==> config.mk <==
export PLATFORM = sky130hd
export DESIGN_NAME = sram_req_arbiter
export DESIGN_NICKNAME = d
export VERILOG_FILES = /design/src/rtl/sram_req_arbiter_pkg.sv /design/src/rtl/sram_req_arbiter_owner_fifo.sv /design/src/rtl/sram_req_arbiter.sv
export SDC_FILE = /design/constraint.sdc
export NUM_CORES = 1
export LEC_CHECK = 0
export ABC_AREA = 1
export BUFFER_PORTS_ARGS = -buffer_cell sky130_fd_sc_hd__buf_2
export CAP_MARGIN = 20
export CELL_PAD_IN_SITES_DETAIL_PLACEMENT = 2
export CELL_PAD_IN_SITES_GLOBAL_PLACEMENT = 2
export CORE_MARGIN = 2
export CORE_UTILIZATION = 12
export CTS_CLUSTER_DIAMETER = 200
export DETAILED_ROUTE_END_ITERATION = 8
export PLACE_DENSITY = 0.92
export RECOVER_POWER = 100
export REMOVE_ABC_BUFFERS = 1
export SETUP_SLACK_MARGIN = 0.15
export SYNTH_ARGS = -nofsm -noshare
export SYNTH_HDL_FRONTEND = slang
export SYNTH_SLANG_ARGS = --single-unit
==> constraint.sdc <==
create_clock -name clk -period 2.8 [get_ports clk]
set_input_delay 0.56 -clock clk [delete_from_list [all_inputs] [get_ports clk]]
set_output_delay 0.56 -clock clk [all_outputs]
set_load 0.005 [all_outputs]
==> src/rtl/sram_req_arbiter_pkg.sv <==
// Shared definitions for the two-master SRAM-like request arbiter:
// owner encodings stored in the in-flight FIFO and SRAM-like size codes.
package sram_req_arbiter_pkg;

    localparam logic OWNER_INST = 1'b0;
    localparam logic OWNER_DATA = 1'b1;

    typedef enum logic [1:0] {
        SIZE_BYTE = 2'd0,
        SIZE_HALF = 2'd1,
        SIZE_WORD = 2'd2
    } sram_size_e;

endpackage

==> src/rtl/sram_req_arbiter_owner_fifo.sv <==
// In-order owner FIFO: one bit per in-flight transaction telling which
// master issued it, so responses can be steered back in issue order.
module sram_req_arbiter_owner_fifo #(
    parameter int OUTSTANDING = 4
) (
    input  logic clk,
    input  logic resetn,
    input  logic push,
    input  logic push_owner,
    input  logic pop,
    output logic full,
    output logic empty,
    output logic head
);

    localparam int PW = (OUTSTANDING > 1) ? $clog2(OUTSTANDING) : 1;
    localparam int CW = PW + 1;

    logic [OUTSTANDING-1:0] mem_q, mem_d;
    logic [PW-1:0]          wr_ptr_q, wr_ptr_d;
    logic [PW-1:0]          rd_ptr_q, rd_ptr_d;
    logic [CW-1:0]          count_q, count_d;
    logic                   do_push, do_pop;

    assign full  = (count_q == CW'(OUTSTANDING));
    assign empty = (count_q == '0);
    assign head  = mem_q[rd_ptr_q];

    // A push while full is only taken when a pop frees the slot in the same cycle.
    always_comb begin
        do_push  = push & (~full | pop);
        do_pop   = pop & ~empty;
        mem_d    = mem_q;
        wr_ptr_d = wr_ptr_q;
        rd_ptr_d = rd_ptr_q;
        if (do_push) begin
            mem_d[wr_ptr_q] = push_owner;
            wr_ptr_d        = wr_ptr_q + PW'(1);
        end
        if (do_pop) begin
            rd_ptr_d = rd_ptr_q + PW'(1);
        end
        count_d = count_q + CW'(do_push) - CW'(do_pop);
    end

    always_ff @(posedge clk or negedge resetn) begin
        if (!resetn) begin
            mem_q    <= '0;
            wr_ptr_q <= '0;
            rd_ptr_q <= '0;
            count_q  <= '0;
        end else begin
            mem_q    <= mem_d;
            wr_ptr_q <= wr_ptr_d;
            rd_ptr_q <= rd_ptr_d;
            count_q  <= count_d;
        end
    end

endmodule

==> src/rtl/sram_req_arbiter.sv <==
// Merges the CPU inst and data SRAM-like ports onto one downstream port:
// data-priority arbitration with inst anti-starvation, sticky grant, in-order response steering.
module sram_req_arbiter
    import sram_req_arbiter_pkg::*;
#(
    parameter int OUTSTANDING  = 4,
    parameter int STARVE_LIMIT = 4
) (
    input  logic        clk,
    input  logic        resetn,
    input  logic        i_req,
    input  logic        i_cached,
    input  logic        i_wr,
    input  logic [1:0]  i_size,
    input  logic [3:0]  i_wstrb,
    input  logic [31:0] i_addr,
    input  logic [31:0] i_wdata,
    output logic        i_addr_ok,
    output logic        i_data_ok,
    output logic [31:0] i_rdata,
    input  logic        d_req,
    input  logic        d_cached,
    input  logic        d_wr,
    input  logic [1:0]  d_size,
    input  logic [3:0]  d_wstrb,
    input  logic [31:0] d_addr,
    input  logic [31:0] d_wdata,
    output logic        d_addr_ok,
    output logic        d_data_ok,
    output logic [31:0] d_rdata,
    output logic        s_req,
    output logic        s_cached,
    output logic        s_wr,
    output logic [1:0]  s_size,
    output logic [3:0]  s_wstrb,
    output logic [31:0] s_addr,
    output logic [31:0] s_wdata,
    input  logic        s_addr_ok,
    input  logic        s_data_ok,
    input  logic [31:0] s_rdata,
    output logic        busy
);

    localparam int SW = $clog2(STARVE_LIMIT + 1);

    logic          lock_q, lock_d;
    logic          lock_owner_q, lock_owner_d;
    logic [SW-1:0] starve_q, starve_d;

    logic sel_valid, sel, sel_req, hs;
    logic fifo_full, fifo_empty, fifo_head, fifo_pop;

    // Grant selection: a held lock overrides priority until the address handshake.
    always_comb begin
        sel_valid = 1'b0;
        sel       = OWNER_INST;
        if (lock_q) begin
            sel_valid = 1'b1;
            sel       = lock_owner_q;
        end else if (d_req && !(i_req && starve_q == SW'(STARVE_LIMIT))) begin
            sel_valid = 1'b1;
            sel       = OWNER_DATA;
        end else if (i_req) begin
            sel_valid = 1'b1;
            sel       = OWNER_INST;
        end
        sel_req = sel_valid & ((sel == OWNER_DATA) ? d_req : i_req);
    end

    // Outputs are forced low while reset is asserted, even with requests pending.
    assign s_req = resetn & sel_req & ~fifo_full;
    assign hs    = s_req & s_addr_ok;

    always_comb begin
        s_cached = 1'b0;
        s_wr     = 1'b0;
        s_size   = 2'b00;
        s_wstrb  = 4'h0;
        s_addr   = 32'h0;
        s_wdata  = 32'h0;
        if (resetn && sel_valid) begin
            if (sel == OWNER_DATA) begin
                s_cached = d_cached;
                s_wr     = d_wr;
                s_size   = d_size;
                s_wstrb  = d_wstrb;
                s_addr   = d_addr;
                s_wdata  = d_wdata;
            end else begin
                s_cached = i_cached;
                s_wr     = i_wr;
                s_size   = i_size;
                s_wstrb  = i_wstrb;
                s_addr   = i_addr;
                s_wdata  = i_wdata;
            end
        end
    end

    assign i_addr_ok = hs & (sel == OWNER_INST);
    assign d_addr_ok = hs & (sel == OWNER_DATA);

    // A held lock survives a full FIFO; it drops on handshake or when its master withdraws.
    always_comb begin
        lock_owner_d = lock_q ? lock_owner_q : sel;
        lock_d       = lock_q ? (sel_req & ~hs) : (s_req & ~s_addr_ok);

        starve_d = starve_q;
        if (!i_req || i_addr_ok) begin
            starve_d = '0;
        end else if (d_addr_ok && starve_q != SW'(STARVE_LIMIT)) begin
            starve_d = starve_q + SW'(1);
        end
    end

    always_ff @(posedge clk or negedge resetn) begin
        if (!resetn) begin
            lock_q       <= 1'b0;
            lock_owner_q <= OWNER_INST;
            starve_q     <= '0;
        end else begin
            lock_q       <= lock_d;
            lock_owner_q <= lock_owner_d;
            starve_q     <= starve_d;
        end
    end

    assign fifo_pop = resetn & s_data_ok & ~fifo_empty;

    sram_req_arbiter_owner_fifo #(
        .OUTSTANDING(OUTSTANDING)
    ) u_owner_fifo (
        .clk       (clk),
        .resetn    (resetn),
        .push      (hs),
        .push_owner(sel),
        .pop       (fifo_pop),
        .full      (fifo_full),
        .empty     (fifo_empty),
        .head      (fifo_head)
    );

    assign i_data_ok = fifo_pop & (fifo_head == OWNER_INST);
    assign d_data_ok = fifo_pop & (fifo_head == OWNER_DATA);
    assign i_rdata   = i_data_ok ? s_rdata : 32'h0;
    assign d_rdata   = d_data_ok ? s_rdata : 32'h0;
    assign busy      = ~fifo_empty;

endmodule

==> flow_summary.toml <==
[timing]
finalSetupViolations = 0
timing.final.crit_share = 0.961
tns_ps = 0
rsz_0062_raised_after_global_routing = "yes"
clock_skew_ps = 3.69
finalMaxSlewViolations = 0
fin_worst_hold_slack_ps = 170
finalHoldViolCount = 0
timing.slew.headroom = 0.579
worst_slack_ps = 110
maxClockFrequency_ghz = 0.372
layout_min_cycle_time_ps = 2690
worstMarginPinSlew_ps = 624

[clocking]
clkSinkCount = 16
cts.htree.levels = 1
cts_root_buffer = "clkbuf_16"
tritoncts_clock_tree = "done"
clock_insertion_delay_worst_skew_ps = 250
clock_tree.buffer_depth = 2
clk_pin_slew_worst_paths_ps = 50
cts_buffers = 3

[worst_setup_path]
cpPeakStageDelay_ps = 420
critPathLaunchType = "flop"
timing.critical_path.cells = "inv_2, ha_4, nand3_2, nand2_2, nand2_4, buf_6, o21ai_4, buf_12, clkbuf_16, a21oi_2, buf_2"
cp_slowest_cell = "dfrtp_1"
cell_type_group_with_the_largest_total_delay_on_the_critical_path = "buffers and inverters"
crit_cells = 11
r2r.worst_path.cells = 15
critical_path_required_ps = 2240
cp_max_fo = 8
endpoint_kind = "primary output"
cp_num_buf_inv = 5
worst-endpoint-arrival_ps = 2130
timing_worst_setup_path_type = "reg2out"

[synthesis]
area_fraction_of_the_dominant_cell_type_after_synthesis = 0.262
flip_flop_and_latch_count_after_synthesis = 16
cell_count_after_synthesis = 450
postSynth.asyncResetShare = 1.00
synthesis_warnings = 0
avgSynthCellArea_um2 = 5.32
netlist_area_mm2 = 0.00239
count_of_flip_flops_with_a_built_in_enable_after_synthesis = 0
synth_ff_type = "dfrtp_1"
synthTopCellsByArea = "nand2_1 (26%), dfrtp_1 (17%), a21oi_1 (15%)"
synth-seq-area-share = 0.167
synthDominantAreaCellType = "nand2_1"
synth_cell_type_count = 30

[power]
seq_power_share = 0.149
p_sw_mw = 1.33
p_sw_frac = 0.490
worst_ir_drop_vdd_v = 0.000213
comb_power_share = 0.749
internal_power_mw = 1.38
pwr_density_cell_mw_per_mm2 = 525
leakagePower_nw = 3.06
power.clock.fraction = 0.102

[drt]
detail_route.first_pass.iterations = 4
num_vias = 4350
routed_wire_length_per_instance_um = 18.6
antenna_left = 0
dr.first_iter.drc_count = 59
drt-vias-per-instance = 4.14
drc = 0
totalWireLength_um = 19500

[floorplan]
chip_height_um = 145
floorplan.initialDensity = 0.123
core_area_mm2 = 0.0195
placementRows = 51
die-width_um = 145
design.die.area_mm2 = 0.0211
boundaryPins = 324

[global_route]
first_global_vias = 4685
overall_global_routing_usage = 0.156
antenna_found_initial = 2
grt_start_max_net_pins = 73
global_route_wire_length_before_repair_um = 26400
global_route_overflow = 0

[cells_and_area]
layoutNonFillerInstCount = 1050
final_common_cell = "buf_2"
flow.area_growth_from_synthesis_pct = 116
nNetsFinal = 975
final_layout_size_suffix_gt1_frac = 0.527
final_cell_mix = "buf_2 (318), nand2_1 (166), nor2_1 (69), inv_1 (49), a21oi_1 (33)"
final_core_util = 0.264

[placement]
dp_hpwl_um = 14600
dp.cells = 1023
gp_congestion = 0.875
dp_worst_setup_slack_ps = 195
port_buffers = 323

[run]
cap_violations = 0

[status]
outcome = "completed"

[hold_path]
hp-class = "in2async"
-- path summary, 6_finish.rpt --
kind | from | endpoint | slack, ps
max | starve_q[0] | s_wstrb[2] | 110
min | resetn | u_owner_fifo.count_q[2] | 170
min in group clk | u_owner_fifo.mem_q[3] | u_owner_fifo.mem_q[3] | 510
max in group asynchronous | resetn | u_owner_fifo.rd_ptr_q[1] | 2100
max reg2reg | starve_q[0] | u_owner_fifo.count_q[2] | 130
min reg2reg | u_owner_fifo.mem_q[3] | u_owner_fifo.mem_q[3] | 510
-- synth_stat cells, types with 2 or more instances --
cell type / number
buf_4: 5
inv_2: 2
clkbuf_1: 4
buf_2: 16
xor2_1: 4
buf_6: 4
inv_1: 50
nand3_2: 2
a21oi_1: 73
dfrtp_1: 16
nand3_1: 10
o21ai_0: 2
o21ai_1: 4
ha_1: 8
nor2_1: 69
nand2_1: 167
-- layer usage --
metal | routed length, µm | up-vias | global-route usage
met5 | 27 | - | 0
met4 | 469 | 4 | 0.0353
met3 | 1590 | 30 | 0.0538
met2 | 9980 | 242 | 0.288
met1 | 7410 | 2016 | 0.170
li1 | - | 2058 | -
-- power groups by stage --
stage	logic (mW)	registers (mW)	clock network, mW
final	2.03	0.404	0.278
after global routing	2.23	0.418	0.291
after CTS	1.77	0.403	0.279
after detailed placement	1.63	0.403	0
after global placement	1.55	0.394	0
after floorplan	0.781	0.379	0
-- timing repair --
action | 4_1_cts | 5_1_grt
hold buffers | 0 | 0
resized for setup | 10 | 76
pin swaps | 2 | 7
setup buffers | 2 | 4
gates cloned | 2 | 13
setup endpoints to repair | 70 | 77
-- area by class of cell --
class,instances,area (µm²)
multi-input combinational,353,1940
inverter,52,203
tap,265,332
fill,2403,14400
sequential,16,400
clock buffer,3,75.1
antenna,3,7.51
timing repair buffer,358,2210
-- cells by family (layout without fill, tap and decap cells) --
group / Yosys count / in the layout / synth area share
AOI/OAI and AO/OA: 83 / 83 / 0.180
xor gates and xnor gates: 5 / 5 / 0.0183
adders and majority gates: 9 / 9 / 0.0502
buffers and inverters: 81 / 413 / 0.156
DFF: 16 / 16 / 0.167
other: 0 / 3 / 0
and+or+nand+nor: 256 / 256 / 0.429
-- stage by stage --
step,instance area [µm²],power [mW]
6_report,5160,2.71
4_1_cts,4520,2.45
3_3_place_gp,4330,1.95
5_1_grt,5150,2.94
2_1_floorplan,2220,1.16
3_5_place_dp,4330,2.03
-- flip-flops by register name, indices dropped and copies added (netlist names) --
| name | cells |
|---|---|
| starve_q | 3 |
| u_owner_fifo.mem_q | 4 |
| u_owner_fifo.count_q | 3 |
| u_owner_fifo.rd_ptr_q | 2 |
| u_owner_fifo.wr_ptr_q | 2 |
| lock_owner_q | 1 |
| lock_q | 1 |
Note: power is estimated with default switching activity, not from simulation.
